### config.mk
export PLATFORM = sky130hd
export DESIGN_NAME = multi_cycle_ctrl
export DESIGN_NICKNAME = d
export VERILOG_FILES = /design/src/rtl/mc_pkg.sv /design/src/rtl/mc_wait_timer.sv /design/src/rtl/multi_cycle_ctrl.sv
export SDC_FILE = /design/constraint.sdc
export NUM_CORES = 1
export LEC_CHECK = 0
export CAP_MARGIN = 40
export CELL_PAD_IN_SITES_DETAIL_PLACEMENT = 1
export CELL_PAD_IN_SITES_GLOBAL_PLACEMENT = 1
export CORE_UTILIZATION = 39
export CTS_BUF_LIST = sky130_fd_sc_hd__clkbuf_8
export CTS_CLUSTER_DIAMETER = 60
export DETAILED_ROUTE_END_ITERATION = 16
export PLACE_DENSITY = 0.85
export SYNTH_ARGS = -nofsm -noshare
export SYNTH_HDL_FRONTEND = slang
export SYNTH_HIERARCHICAL = 1
export SYNTH_SLANG_ARGS = --single-unit
### constraint.sdc
create_clock -name CLK -period 3 [get_ports CLK]
set_input_delay 0.45 -clock CLK [delete_from_list [all_inputs] [get_ports CLK]]
set_output_delay 0.45 -clock CLK [all_outputs]
set_load 0.02 [all_outputs]
### src/rtl/mc_pkg.sv
// Shared encodings for the multi-cycle MIPS control unit: FSM states,
// opcodes and datapath mux-select values.
package mc_pkg;

  typedef enum logic [3:0] {
    FETCH  = 4'd0,
    DECODE = 4'd1,
    ADDR   = 4'd2,
    MEM    = 4'd3,
    EXEC_R = 4'd4,
    EXEC_I = 4'd5,
    WB_ALU = 4'd6,
    WB_MEM = 4'd7,
    BRANCH = 4'd8,
    JUMP   = 4'd9,
    TRAP   = 4'd10,
    ERR    = 4'd11
  } state_t;

  localparam logic [5:0] OP_RTYPE = 6'h00;
  localparam logic [5:0] OP_J     = 6'h02;
  localparam logic [5:0] OP_JAL   = 6'h03;
  localparam logic [5:0] OP_BEQ   = 6'h04;
  localparam logic [5:0] OP_BNE   = 6'h05;
  localparam logic [5:0] OP_ADDI  = 6'h08;
  localparam logic [5:0] OP_LW    = 6'h23;
  localparam logic [5:0] OP_SW    = 6'h2B;

  localparam logic [1:0] PC_ALU    = 2'd0;
  localparam logic [1:0] PC_BRANCH = 2'd1;
  localparam logic [1:0] PC_JUMP   = 2'd2;
  localparam logic [1:0] PC_TRAP   = 2'd3;

  localparam logic [1:0] RD_RT = 2'd0;
  localparam logic [1:0] RD_RD = 2'd1;
  localparam logic [1:0] RD_RA = 2'd2;

  localparam logic [1:0] WBS_ALU = 2'd0;
  localparam logic [1:0] WBS_MEM = 2'd1;
  localparam logic [1:0] WBS_PC  = 2'd2;

  localparam logic [1:0] ALUB_RDATA2  = 2'd0;
  localparam logic [1:0] ALUB_FOUR    = 2'd1;
  localparam logic [1:0] ALUB_IMM     = 2'd2;
  localparam logic [1:0] ALUB_IMM_SH2 = 2'd3;

  localparam logic [1:0] ALUOP_ADD   = 2'd0;
  localparam logic [1:0] ALUOP_SUB   = 2'd1;
  localparam logic [1:0] ALUOP_FUNCT = 2'd2;

endpackage

### src/rtl/mc_wait_timer.sv
// Memory-wait counter: counts stalled cycles and flags when MAX_WAIT is reached.
module mc_wait_timer #(
  parameter int unsigned MAX_WAIT = 15,
  parameter int unsigned WAIT_W   = 4
) (
  input  logic clk,
  input  logic rst_n,
  input  logic clear,
  input  logic count,
  output logic expired
);

  logic [WAIT_W-1:0] wait_cnt;

  always_ff @(posedge clk or negedge rst_n) begin
    if (!rst_n)
      wait_cnt <= '0;
    else if (clear)
      wait_cnt <= '0;
    else if (count && !expired)
      wait_cnt <= wait_cnt + 1'b1;
  end

  assign expired = (wait_cnt == WAIT_W'(MAX_WAIT));

endmodule

### src/rtl/multi_cycle_ctrl.sv
// Multi-cycle MIPS control FSM sharing one memory port with bounded wait.
// Define MC_TRAP_EN to trap illegal opcodes; otherwise they retire as NOPs.
module multi_cycle_ctrl
  import mc_pkg::*;
#(
  parameter int unsigned CNT_W    = 32,
  parameter int unsigned MAX_WAIT = 15,
  parameter int unsigned WAIT_W   = 4
) (
  input  logic             CLK,
  input  logic             RST,
  input  logic [5:0]       opcode,
  input  logic [5:0]       funct,
  input  logic             zero,
  input  logic             mem_ready,
  output logic             mem_req,
  output logic             mem_we,
  output logic             iord,
  output logic             ir_we,
  output logic             pc_we,
  output logic [1:0]       pc_src,
  output logic             reg_we,
  output logic [1:0]       reg_dst,
  output logic [1:0]       wb_src,
  output logic             alu_src_a,
  output logic [1:0]       alu_src_b,
  output logic [1:0]       alu_op,
  output logic             instr_done,
  output logic [CNT_W-1:0] retired,
  output logic             err,
  output logic             trap,
  output logic [3:0]       state
);

  state_t state_q, state_d;
  logic   wait_count, expired;

  // funct is decoded by the ALU control, not here
  logic unused_funct;
  assign unused_funct = ^funct;

  mc_wait_timer #(.MAX_WAIT(MAX_WAIT), .WAIT_W(WAIT_W)) u_wait_timer (
    .clk    (CLK),
    .rst_n  (RST),
    .clear  (!wait_count),
    .count  (wait_count),
    .expired(expired)
  );

  always_comb begin
    state_d    = state_q;
    wait_count = 1'b0;
    mem_req    = 1'b0;
    mem_we     = 1'b0;
    iord       = 1'b0;
    ir_we      = 1'b0;
    pc_we      = 1'b0;
    pc_src     = PC_ALU;
    reg_we     = 1'b0;
    reg_dst    = RD_RT;
    wb_src     = WBS_ALU;
    alu_src_a  = 1'b0;
    alu_src_b  = ALUB_RDATA2;
    alu_op     = ALUOP_ADD;
    instr_done = 1'b0;
    trap       = 1'b0;
    case (state_q)
      FETCH: begin
        mem_req   = 1'b1;
        alu_src_b = ALUB_FOUR;
        if (mem_ready) begin
          ir_we   = 1'b1;
          pc_we   = 1'b1;
          state_d = DECODE;
        end else begin
          wait_count = 1'b1;
          if (expired) state_d = ERR;
        end
      end
      DECODE: begin
        alu_src_b = ALUB_IMM_SH2;
        case (opcode)
          OP_LW, OP_SW:   state_d = ADDR;
          OP_RTYPE:       state_d = EXEC_R;
          OP_ADDI:        state_d = EXEC_I;
          OP_BEQ, OP_BNE: state_d = BRANCH;
          OP_J, OP_JAL:   state_d = JUMP;
          default: begin
`ifdef MC_TRAP_EN
            state_d = TRAP;
`else
            instr_done = 1'b1;
            state_d    = FETCH;
`endif
          end
        endcase
      end
      ADDR: begin
        alu_src_a = 1'b1;
        alu_src_b = ALUB_IMM;
        state_d   = MEM;
      end
      MEM: begin
        mem_req = 1'b1;
        iord    = 1'b1;
        mem_we  = (opcode == OP_SW);
        if (mem_ready) begin
          if (opcode == OP_LW) begin
            state_d = WB_MEM;
          end else begin
            instr_done = 1'b1;
            state_d    = FETCH;
          end
        end else begin
          wait_count = 1'b1;
          if (expired) state_d = ERR;
        end
      end
      EXEC_R: begin
        alu_src_a = 1'b1;
        alu_op    = ALUOP_FUNCT;
        state_d   = WB_ALU;
      end
      EXEC_I: begin
        alu_src_a = 1'b1;
        alu_src_b = ALUB_IMM;
        state_d   = WB_ALU;
      end
      WB_ALU: begin
        reg_we     = 1'b1;
        reg_dst    = (opcode == OP_RTYPE) ? RD_RD : RD_RT;
        instr_done = 1'b1;
        state_d    = FETCH;
      end
      WB_MEM: begin
        reg_we     = 1'b1;
        wb_src     = WBS_MEM;
        instr_done = 1'b1;
        state_d    = FETCH;
      end
      BRANCH: begin
        alu_src_a  = 1'b1;
        alu_op     = ALUOP_SUB;
        pc_src     = PC_BRANCH;
        pc_we      = zero ^ (opcode == OP_BNE);
        instr_done = 1'b1;
        state_d    = FETCH;
      end
      JUMP: begin
        pc_we  = 1'b1;
        pc_src = PC_JUMP;
        if (opcode == OP_JAL) begin
          reg_we  = 1'b1;
          reg_dst = RD_RA;
          wb_src  = WBS_PC;
        end
        instr_done = 1'b1;
        state_d    = FETCH;
      end
`ifdef MC_TRAP_EN
      TRAP: begin
        trap    = 1'b1;
        pc_we   = 1'b1;
        pc_src  = PC_TRAP;
        state_d = FETCH;
      end
`endif
      ERR:     state_d = ERR;
      default: state_d = FETCH;
    endcase
  end

  always_ff @(posedge CLK or negedge RST) begin
    if (!RST) begin
      state_q <= FETCH;
      retired <= '0;
      err     <= 1'b0;
    end else begin
      state_q <= state_d;
      if (instr_done) retired <= retired + 1'b1;
      if (state_d == ERR) err <= 1'b1;
    end
  end

  assign state = state_q;

endmodule

* After elaboration in Yosys (flattened, before gate mapping) *
Index checks and enable logic that the tools add are counted.

cells by class
  reduce and logical (&&, ||, !) cells = 14
  eq/ne operators = 20
  bitwise operators = 1
  mux-type cells = 30
  add/sub/neg operators = 2

operator list
  kind                                                                    number
  32-bit by 1-bit adder with 32-bit output (second input constant)        1
  4-bit one-hot mux with 6 select lines                                   1
  4-bit equality test (second input constant)                             5
  4-bit 2-to-1 mux                                                        5
  4-bit one-hot mux with 5 select lines                                   1
  4-bit by 3-bit equality test with 1-bit output (second input constant)  4
  2-bit one-hot mux with 2 select lines                                   4
  2-bit OR reduction                                                      7
  1-bit 2-to-1 mux                                                        13
  6-bit by 2-bit equality test with 1-bit output (second input constant)  2
  6-bit by 3-bit equality test with 1-bit output (second input constant)  2
  6-bit equality test (second input constant)                             2
  4-bit by 2-bit equality test with 1-bit output (second input constant)  2
  4-bit OR reduction                                                      2
  8-bit OR reduction                                                      1
  6-bit by 4-bit equality test with 1-bit output (second input constant)  1
  6-bit logical NOT                                                       1
  1-bit one-hot mux with 3 select lines                                   2
  2-bit one-hot mux with 3 select lines                                   1
  4-bit by 1-bit adder with 4-bit output (second input constant)          1
  4-bit by 1-bit equality test with 1-bit output (second input constant)  1
  4-bit logical NOT                                                       1
  3-bit 2-to-1 mux                                                        1
  2-bit 2-to-1 mux                                                        1
  5 further kinds                                                         5

storage, ports and cells
  bits of input ports = 16
  output and inout bits = 56
  register bits after elaboration = 41

* Depth between registers and ports, before layout *
Gate-level depths: netlist of the first run.

  word-level depth = 6
  mapped depth = 9
  gate-level depth less buffers = 8

* Cells and area by module *
Netlist of the first run, hierarchy kept.

by module, submodules not included
  module            area each (µm²)  cells each  instances
  multi_cycle_ctrl  2192.1           233         1
  mc_wait_timer     229.0            20          1

* Worst setup path after synthesis of the first run *
OpenSTA, ideal clock, no wires.

  kind = register to register
  from = reg state_q[3] (netlist: state[3])
  to = reg u_wait_timer.wait_cnt[0]
  buffers on the path = 2
  library setup time = 0.125 ns
  arrival = 2.285 ns
  required time = 2.875 ns
  slack = 0.590 ns
  stages on the path, launching flop included = 8
  cell sequence = dfrtp_1 clkbuf_1 clkbuf_1 nor3_1 nand2_1 inv_1 nor2b_4 mux2_4

on the way
  word-level cells in the longest chain between the ends = 5
  elaborated cells on any way between the ends = 7
  classes of those cells = eq/ne: 2; mux: 2; reduce/logical: 3

RTL lines
  what                                                                                        line                     RTL
  start, declared                                                                             multi_cycle_ctrl.sv:35   state_t state_q, state_d;
  start signal, assigned                                                                      multi_cycle_ctrl.sv:179  state_q <= state_d;
  4-bit by 2-bit equality test with 1-bit output / 4-bit logical NOT (equally long branches)  multi_cycle_ctrl.sv:67   case (state_q)
  2-bit OR reduction (no source line) *                                                       -
  1-bit 2-to-1 mux *                                                                          -
  via wait_count                                                                              multi_cycle_ctrl.sv:36   logic wait_count, expired;
  1-bit logical AND                                                                           mc_wait_timer.sv:20      else if (count && !expired)
  2-bit inequality test (no source line)                                                      -
  end signal, assigned                                                                        mc_wait_timer.sv:21      wait_cnt <= wait_cnt + 1'b1;
  end, declared                                                                               mc_wait_timer.sv:13      logic [WAIT_W-1:0] wait_cnt;

The timed path passes the listed nets; every way through them passes the cells marked *.
A chain may end at the register's enable or synchronous reset.

* Final worst setup path of the first run *
  from = in opcode[0]
  to = out reg_dst[0]

on the way
  word-level cells in the longest chain between the ends = 3

RTL lines
  what                                   line                     RTL
  start, declared                        multi_cycle_ctrl.sv:12   input logic [5:0] opcode,
  6-bit logical NOT                      multi_cycle_ctrl.sv:131  reg_dst = (opcode == OP_RTYPE) ? RD_RD : RD_RT;
  1-bit 2-to-1 mux                       multi_cycle_ctrl.sv:131
  2-bit one-hot mux with 2 select lines  multi_cycle_ctrl.sv:67
  end, declared                          multi_cycle_ctrl.sv:23   output logic [1:0] reg_dst,

No other way between the ends.

==> reports/results.tsv, run 1 <==
stage	metric	value	unit
outcome	status	finished, final reports clean	
setup_path	rrSetupSlack	0.71	ns
detailed_routing	wl_per_cell	16.91	microns
sta	fmax	346.5	MHz
global_routing	grt_max_degree	38	
power_and_ir_drop	ir_worst_vdd	603.9	uV
logic_synthesis	yosysWarnings	6	
die	start_util	0.4065	
logic_synthesis	syn_area	2421	sq um
setup_path	crit_type	input pin to output pin	
logic_synthesis	syn_inst	253	
logic_synthesis	ys_ff_latch	41	
final_layout	drive_above_1_share	0.1315	
cts	cts_root_buf	clkbuf_8	
die	die-area	6527	sq um
global_routing	grt_pass1_wl	10860	microns
sta	setup_violations	0	
sta	fin_skew	0.009035	ns
sta	finalCritPeriodShare	0.9620	
detailed_routing	ant_nets	0	
detailed_routing	vias	2156	
global_routing	grt_pass1_vias	2181	
logic_synthesis	synth_fp_nets	271	
sta	post-route-min-period	2.886	ns
cts	tritoncts	done	
sta	setup-tns-final	0	ns
cts	htreeDepth	2	
setup_path	crit_cells	4	
final_layout	fin_nets	344	
logic_synthesis	synth.distinct_cells	54	
setup_path	worst_path_most_repeated_cell	clkdlybuf4s50_1	
setup_path	cp.arrival	2.44	ns
global_routing	grt_use_met2	0.3822	
die	pin_count	72	
setup_path	cp.required	2.55	ns
power_and_ir_drop	power_leakage	0.001330	uW
cts	cts.sinks	41	
place	dp_hpwl	4775	microns
cts	cts_buffers	5	
detailed_routing	wirelength	6797	microns
setup_path	crit_chain	clkdlybuf4s50_1 -> or4_4 -> nor4_1 -> clkdlybuf4s50_1	
setup_path	cpLargestDelayFamily	buffers and inverters	
cts	cts_max_path_buffers	2	
global_routing	grt.total_usage	0.2169	
place	port_buffers	64	
power_and_ir_drop	pwr_density_cell	715.3	nW/um^2
die	die_w	80.79	microns
setup_path	slowest_stage	clkdlybuf4s50_1	
logic_synthesis	synth_edf_count	0	
setup_path	path_buf_inv	2	
run	drv_cap	0	
final_layout	area_growth	36.69	%
die	die_h	80.79	microns
detailed_routing	vias_per_cell	5.363	
final_layout	most-common-layout-cells	61 x clkdlybuf4s50_1, 41 x dfrtp_1, 27 x xor2_1, 23 x nand2_1, 22 x nor3_1	
logic_synthesis	ys_seq_area_frac	0.4238	
place	placed_area	3188	sq um
global_routing	grt_antenna_before_repair	0	
final_layout	n_antenna_cell	0	
setup_path	crit_end	reg_dst[0]	
setup_path	cp_slowest_stage_delay	0.66	ns
sta	slew_violations	0	
setup_path	r2r_start	state[2]$_DFF_PN0_	
setup_path	r2r-end	retired[18]$_DFFE_PN0P_	
setup_path	cp-start-kind	input pin	
detailed_routing	dr.pass1.iters	5	
setup_path	worstPathMaxFanout	5	
power_and_ir_drop	power	2367	uW
die	coreArea	5956	sq um
logic_synthesis	syn_avg_cell_area	9.569	sq um
sta	rsz0062_at_grt	no	
setup_path	crit_path_start	opcode[0]	
logic_synthesis	yosys_most_used_dff	dfrtp_1	
cts	worst_skew_pair.late_latency	0.30	ns
logic_synthesis	synthArstFlopShare	1.000	
final_layout	finalInstanceArea	3309	sq um
place	place_congestion	0.8107	
hold_path	min_path_type	flop to flop	
setup_path	end_kind	output pin	
die	rows	28	
setup_path	reg2reg_depth	7	
detailed_routing	drc	0	
sta	hold_violations	0	
detailed_routing	drtIter0Drc	68	
cts	path_clk_slew	0.09	ns
global_routing	overflow	0	
global_routing	grt_use_met1	0.2798	
global_routing	grt_use_met3	0.04270	
final_layout	final_common_cell	clkdlybuf4s50_1	
global_routing	grt-busiest-layer	met2	
-- cells by family after synthesis --
family | after synthesis | synth area share
muxes | 4 | 0.02067
xor gates and xnor gates | 34 | 0.1230
adders and majority gates | 2 | 0.01033
DFF | 41 | 0.4238
buffers and inverters | 17 | 0.04031
and+or+nand+nor | 129 | 0.3028
AOI/OAI and AO/OA | 25 | 0.07753
other | 1 | 0.001549
-- worst min path at each step --
stage / end / cells after the start / startpoint
detailed placement: state[1]$_DFF_PN0_ / 1 / RST
global placement: retired[31]$_DFFE_PN0P_ / 1 / retired[31]$_DFFE_PN0P_
global route: retired[31]$_DFFE_PN0P_ / 1 / retired[31]$_DFFE_PN0P_
finish: retired[31]$_DFFE_PN0P_ / 1 / retired[31]$_DFFE_PN0P_
floorplan: err$_DFFE_PN0N_ / 0 / RST
CTS: retired[31]$_DFFE_PN0P_ / 1 / retired[31]$_DFFE_PN0P_
-- power breakdown --
| part | switching [uW] | leakage [uW] | internal [uW] | total, uW |
|---|---|---|---|---|
| clock network | 203 | 0.0000549 | 213 | 415 |
| registers | 128 | 0.000466 | 643 | 770 |
| logic | 643 | 0.000810 | 539 | 1180 |
-- cells in the mapped netlist, types with 2 or more instances --
master,instances,area [sq um]
buf_6,3,33.78
mux2_4,2,30.03
nor3_1,23,115.1
o32ai_1,2,17.52
nand3_1,7,35.03
or2_2,3,18.77
xor2_1,27,236.5
nor2_1,17,63.81
nor2b_1,3,18.77
nand4_1,6,37.54
inv_1,3,11.26
o21ai_0,6,30.03
nor4_1,4,25.02
a21oi_1,5,25.02
nor3b_1,2,15.01
nand3b_1,2,15.01
and3_1,10,62.56
buf_4,2,15.01
clkbuf_1,7,26.28
nor4b_1,4,35.03
dfrtp_1,41,1026
ha_1,2,25.02
nand2b_1,10,62.56
nand2_1,23,86.33
or3_1,3,18.77
xnor2_1,7,61.31
mux2i_1,2,20.02
-- state kept, by name, summed over array words and instances, names as in the netlist --
signal,count
state,4
retired,32
u_wait_timer/wait_cnt,4
err,1
-- area by class of cell --
type | instances | area (sq um)
repair buffers | 79 | 764.5
clock inverters | 1 | 8.758
well taps | 75 | 93.84
multi-input cells | 195 | 1303
inverters | 4 | 17.52
clock buffers | 7 | 96.34
flip-flops and latches | 41 | 1026
fillers | 705 | 2646
-- per-stage QoR --
step           hold slack (ns)  setup slack (ns)    util  std cells
5_1_grt                 0.4865           0.04038  0.5557        402
4_1_cts                 0.4817           0.04188  0.5544        402
2_1_floorplan           0.1544            0.5901       -        253
3_3_place_gp            0.4588          -0.04564  0.5319        392
3_5_place_dp            0.2910          -0.06225  0.5353        393
6_report                0.4773            0.1139  0.5557        402
-- repair_timing --
item                                    in CTS  in global routing
endpoints found under the setup margin       1                  2
pin swaps                                    0                  0
buffers inserted                             0                  0
hold buffers                                 1                  0
hold endpoints to repair                     4                  0
resized for setup                            1                  2
-- per-layer routing --
metal,share of wire,routed length [microns],vias up
met1,0.47,3165,1060
met3,0.038,258,12
met2,0.49,3311,51
li1,-,-,1033
met5,0,0,-
met4,0.0090,61,0
Power figures use the tool's default switching activity.
==> run 2: changes to the inputs <==
--- a/config.mk
+++ b/config.mk
@@ -13,6 +13,7 @@
 export CTS_CLUSTER_DIAMETER = 60
 export DETAILED_ROUTE_END_ITERATION = 16
 export PLACE_DENSITY = 0.85
+export SLEW_MARGIN = 20
 export SYNTH_ARGS = -nofsm -noshare
 export SYNTH_HDL_FRONTEND = slang
 export SYNTH_HIERARCHICAL = 1
==> run 2 against run 1 <==
Global-route usage is 0.26 points higher. Register-to-register slack better by 0.04 ns. Cell count is 0.25% lower. Die area stayed put. Flip-flop and latch count stayed put. Design area is 0.11% lower. Worst hold slack worse by 0.44 ns. Non-clock buffer count is 1 lower. Clock power is 11% higher. Critical endpoint is now mem_we. Largest cell class unchanged.
==> reports/results.tsv, run 2 (synthesis results as in run 1) <==
stage	metric	value	unit	change
outcome	status	finished, final reports clean		
cts	post_cts_buffers	0		unchanged
sta	slew_headroom	0.6575		
power_and_ir_drop	switching_power	956.3	uW	-1.7%
setup_path	reg2reg_depth	7		unchanged
setup_path	end_kind	output pin		
place	port_buffers	64		unchanged
final_layout	fillers	699		-0.85%
setup_path	r2r-end	retired[28]$_DFFE_PN0P_		
setup_path	rrSetupSlack	0.75	ns	+0.04 ns
power_and_ir_drop	pwr-share-clk	0.191		+0.016
setup_path	cp-start-kind	input pin		
hold_path	min_path_type	input pin to async pin		
run	drv_cap	0		unchanged
die	pin_count	72		unchanged
power_and_ir_drop	power_leakage	0.001333	uW	+0.22%
power_and_ir_drop	ir_worst_vdd	649.8	uV	+7.6%
detailed_routing	drtIter0Drc	69		+1.5%
sta	finalCritPeriodShare	0.9589		-0.003141
final_layout	fin_cells	401		-0.25%
place	placed_area	3188	sq um	unchanged
global_routing	grt.total_usage	0.2196		+0.002631
power_and_ir_drop	intPower	1449	uW	+3.9%
sta	fin_skew	0.006637	ns	-0.002398 ns
detailed_routing	dr.pass1.iters	4		-1
cts	path_clk_slew	0.08	ns	about the same
cts	cts_max_path_buffers	2		unchanged
die	coreArea	5956	sq um	unchanged
cts	htreeDepth	2		unchanged
place	place_congestion	0.8107		unchanged
detailed_routing	wirelength	6538	microns	-3.8%
cts	cts_buffers	5		unchanged
sta	slew_violations	0		unchanged
cts	tritoncts	done		
die	die_h	80.79	microns	unchanged
detailed_routing	wl_per_cell	16.30	microns	-3.6%
die	die_w	80.79	microns	unchanged
die	start_util	0.4065		unchanged
power_and_ir_drop	p_comb_frac	0.490		-0.009
final_layout	drive_above_1_share	0.1258		-0.005732
power_and_ir_drop	pwr_density_cell	727.5	nW/um^2	+1.7%
global_routing	overflow	0		unchanged
cts	cts_root_buf	clkbuf_8		
sta	rsz0062_at_grt	no		
final_layout	largest_register	retired		
sta	setup_violations	0		unchanged
detailed_routing	vias	2117		-1.8%
final_layout	final_core_util	0.5550		-0.0006300
place	dp_cells	393		unchanged
setup_path	cp.arrival	2.43	ns	about the same
setup_path	slowest_stage	clkdlybuf4s50_1		
global_routing	grt_pass1_wl	10960	microns	+0.96%
power_and_ir_drop	swShare	0.3976		-0.01340
setup_path	cp.required	2.55	ns	about the same
setup_path	crit_chain	clkdlybuf4s50_1 -> nand2_1 -> nor3_1 -> buf_4 -> and3_1 -> clkdlybuf4s50_1		
global_routing	grt_antenna_before_repair	0		unchanged
die	rows	28		unchanged
setup_path	worst_path_most_repeated_cell	clkdlybuf4s50_1		
global_routing	grt_max_degree	30		-21%
cts	cts.sinks	41		unchanged
final_layout	fin_nets	343		-0.29%
global_routing	grt_pass1_vias	2170		-0.50%
setup_path	cp_slowest_stage_delay	0.60	ns	-0.06 ns
sta	fmax	347.6	MHz	+0.33%
sta	hold_ws	0.04096	ns	-0.4364 ns
power_and_ir_drop	power_frac_seq	0.319		-0.006
place	dp_hpwl	4809	microns	+0.72%
final_layout	n_antenna_cell	0		unchanged
detailed_routing	drc	0		unchanged
setup_path	crit_type	input pin to output pin		
setup_path	worstPathMaxFanout	5		unchanged
final_layout	area_growth	36.54	%	
cts	worst_skew_pair.late_latency	0.29	ns	about the same
setup_path	r2r_start	state[2]$_DFF_PN0_		
sta	tightest_slew	0.5137	ns	
detailed_routing	vias_per_cell	5.279		-1.6%
final_layout	final_common_cell	clkdlybuf4s50_1		
detailed_routing	ant_nets	0		unchanged
final_layout	most-common-layout-cells	61 x clkdlybuf4s50_1, 41 x dfrtp_1, 27 x xor2_1, 23 x nor3_1, 23 x nand2_1		
die	die-area	6527	sq um	unchanged
sta	post-route-min-period	2.877	ns	-0.009423 ns
final_layout	largest_reg_flops	32		unchanged
sta	hold_violations	0		unchanged
final_layout	finalInstanceArea	3306	sq um	-0.11%
run 2: changes by cell type in the layout (fill, tap and decap cells not counted), sizes merged:
cell         before  now
bufinv            0    1
dlygate4sd3       1    0
clkbuf            7    6
run 2: worst max path at each step:
stage / startpoint / to / slack, ns
finish: opcode[1] / mem_we / 0.12
global route: opcode[1] / mem_we / 0.02
CTS: opcode[3] / instr_done / 0.05
detailed placement: opcode[3] / pc_we / -0.07
global placement: opcode[3] / pc_we / -0.05
floorplan: state[3]$_DFF_PN0_ / u_wait_timer/wait_cnt[0]$_DFFE_PN0P_ / 0.59
run 2: per-stage QoR:
stage          setup TNS [ns]  total power (uW)  setup WS, ns
2_1_floorplan               0              1489        0.5901
3_3_place_gp         -0.04564              1933      -0.04564
3_5_place_dp         -0.06821              1963      -0.06821
4_1_cts                     0              2431       0.05294
5_1_grt                     0              2551       0.01734
6_report                    0              2405        0.1233
run 2: metal layers:
| metal | vias up | global-route usage | part of all wire |
|---|---|---|---|
| li1 | 1028 | - | - |
| met1 | 1039 | 0.2895 | 0.47 |
| met2 | 44 | 0.3686 | 0.48 |
| met3 | 6 | 0.04944 | 0.047 |
| met4 | 0 | 0.04821 | 0.0067 |
| met5 | - | 0 | 0 |
run 2: area by class of cell:
cell class              instances  area, sq um  share of cell area
well taps                      75        93.84             0.02839
clock buffers                   6        82.58             0.02498
flip-flops and latches         41         1026              0.3104
repair buffers                 78        754.5              0.2282
multi-input cells             195         1297              0.3925
clock inverters                 2        33.78             0.01022
inverters                       4        17.52            0.005299
run 2: critical path: cells and delay by family:
family | cells | cell delay, ns
buffers and inverters | 3 | 1.34
AND/OR/NAND/NOR | 3 | 0.63
run 2: power groups by stage:
stage	Clock (uW)	Combinational [uW]	Sequential, uW
floorplan	0	645	843
global placement	0	1160	773
detailed placement	0	1180	778
CTS	468	1190	771
global route	489	1270	789
finish	459	1180	768
run 2: repair_timing:
item                       CTS  global route
gates resized for setup      1             1
setup endpoints to repair    1             1
hold buffers                 0             0
pin swaps                    0             0
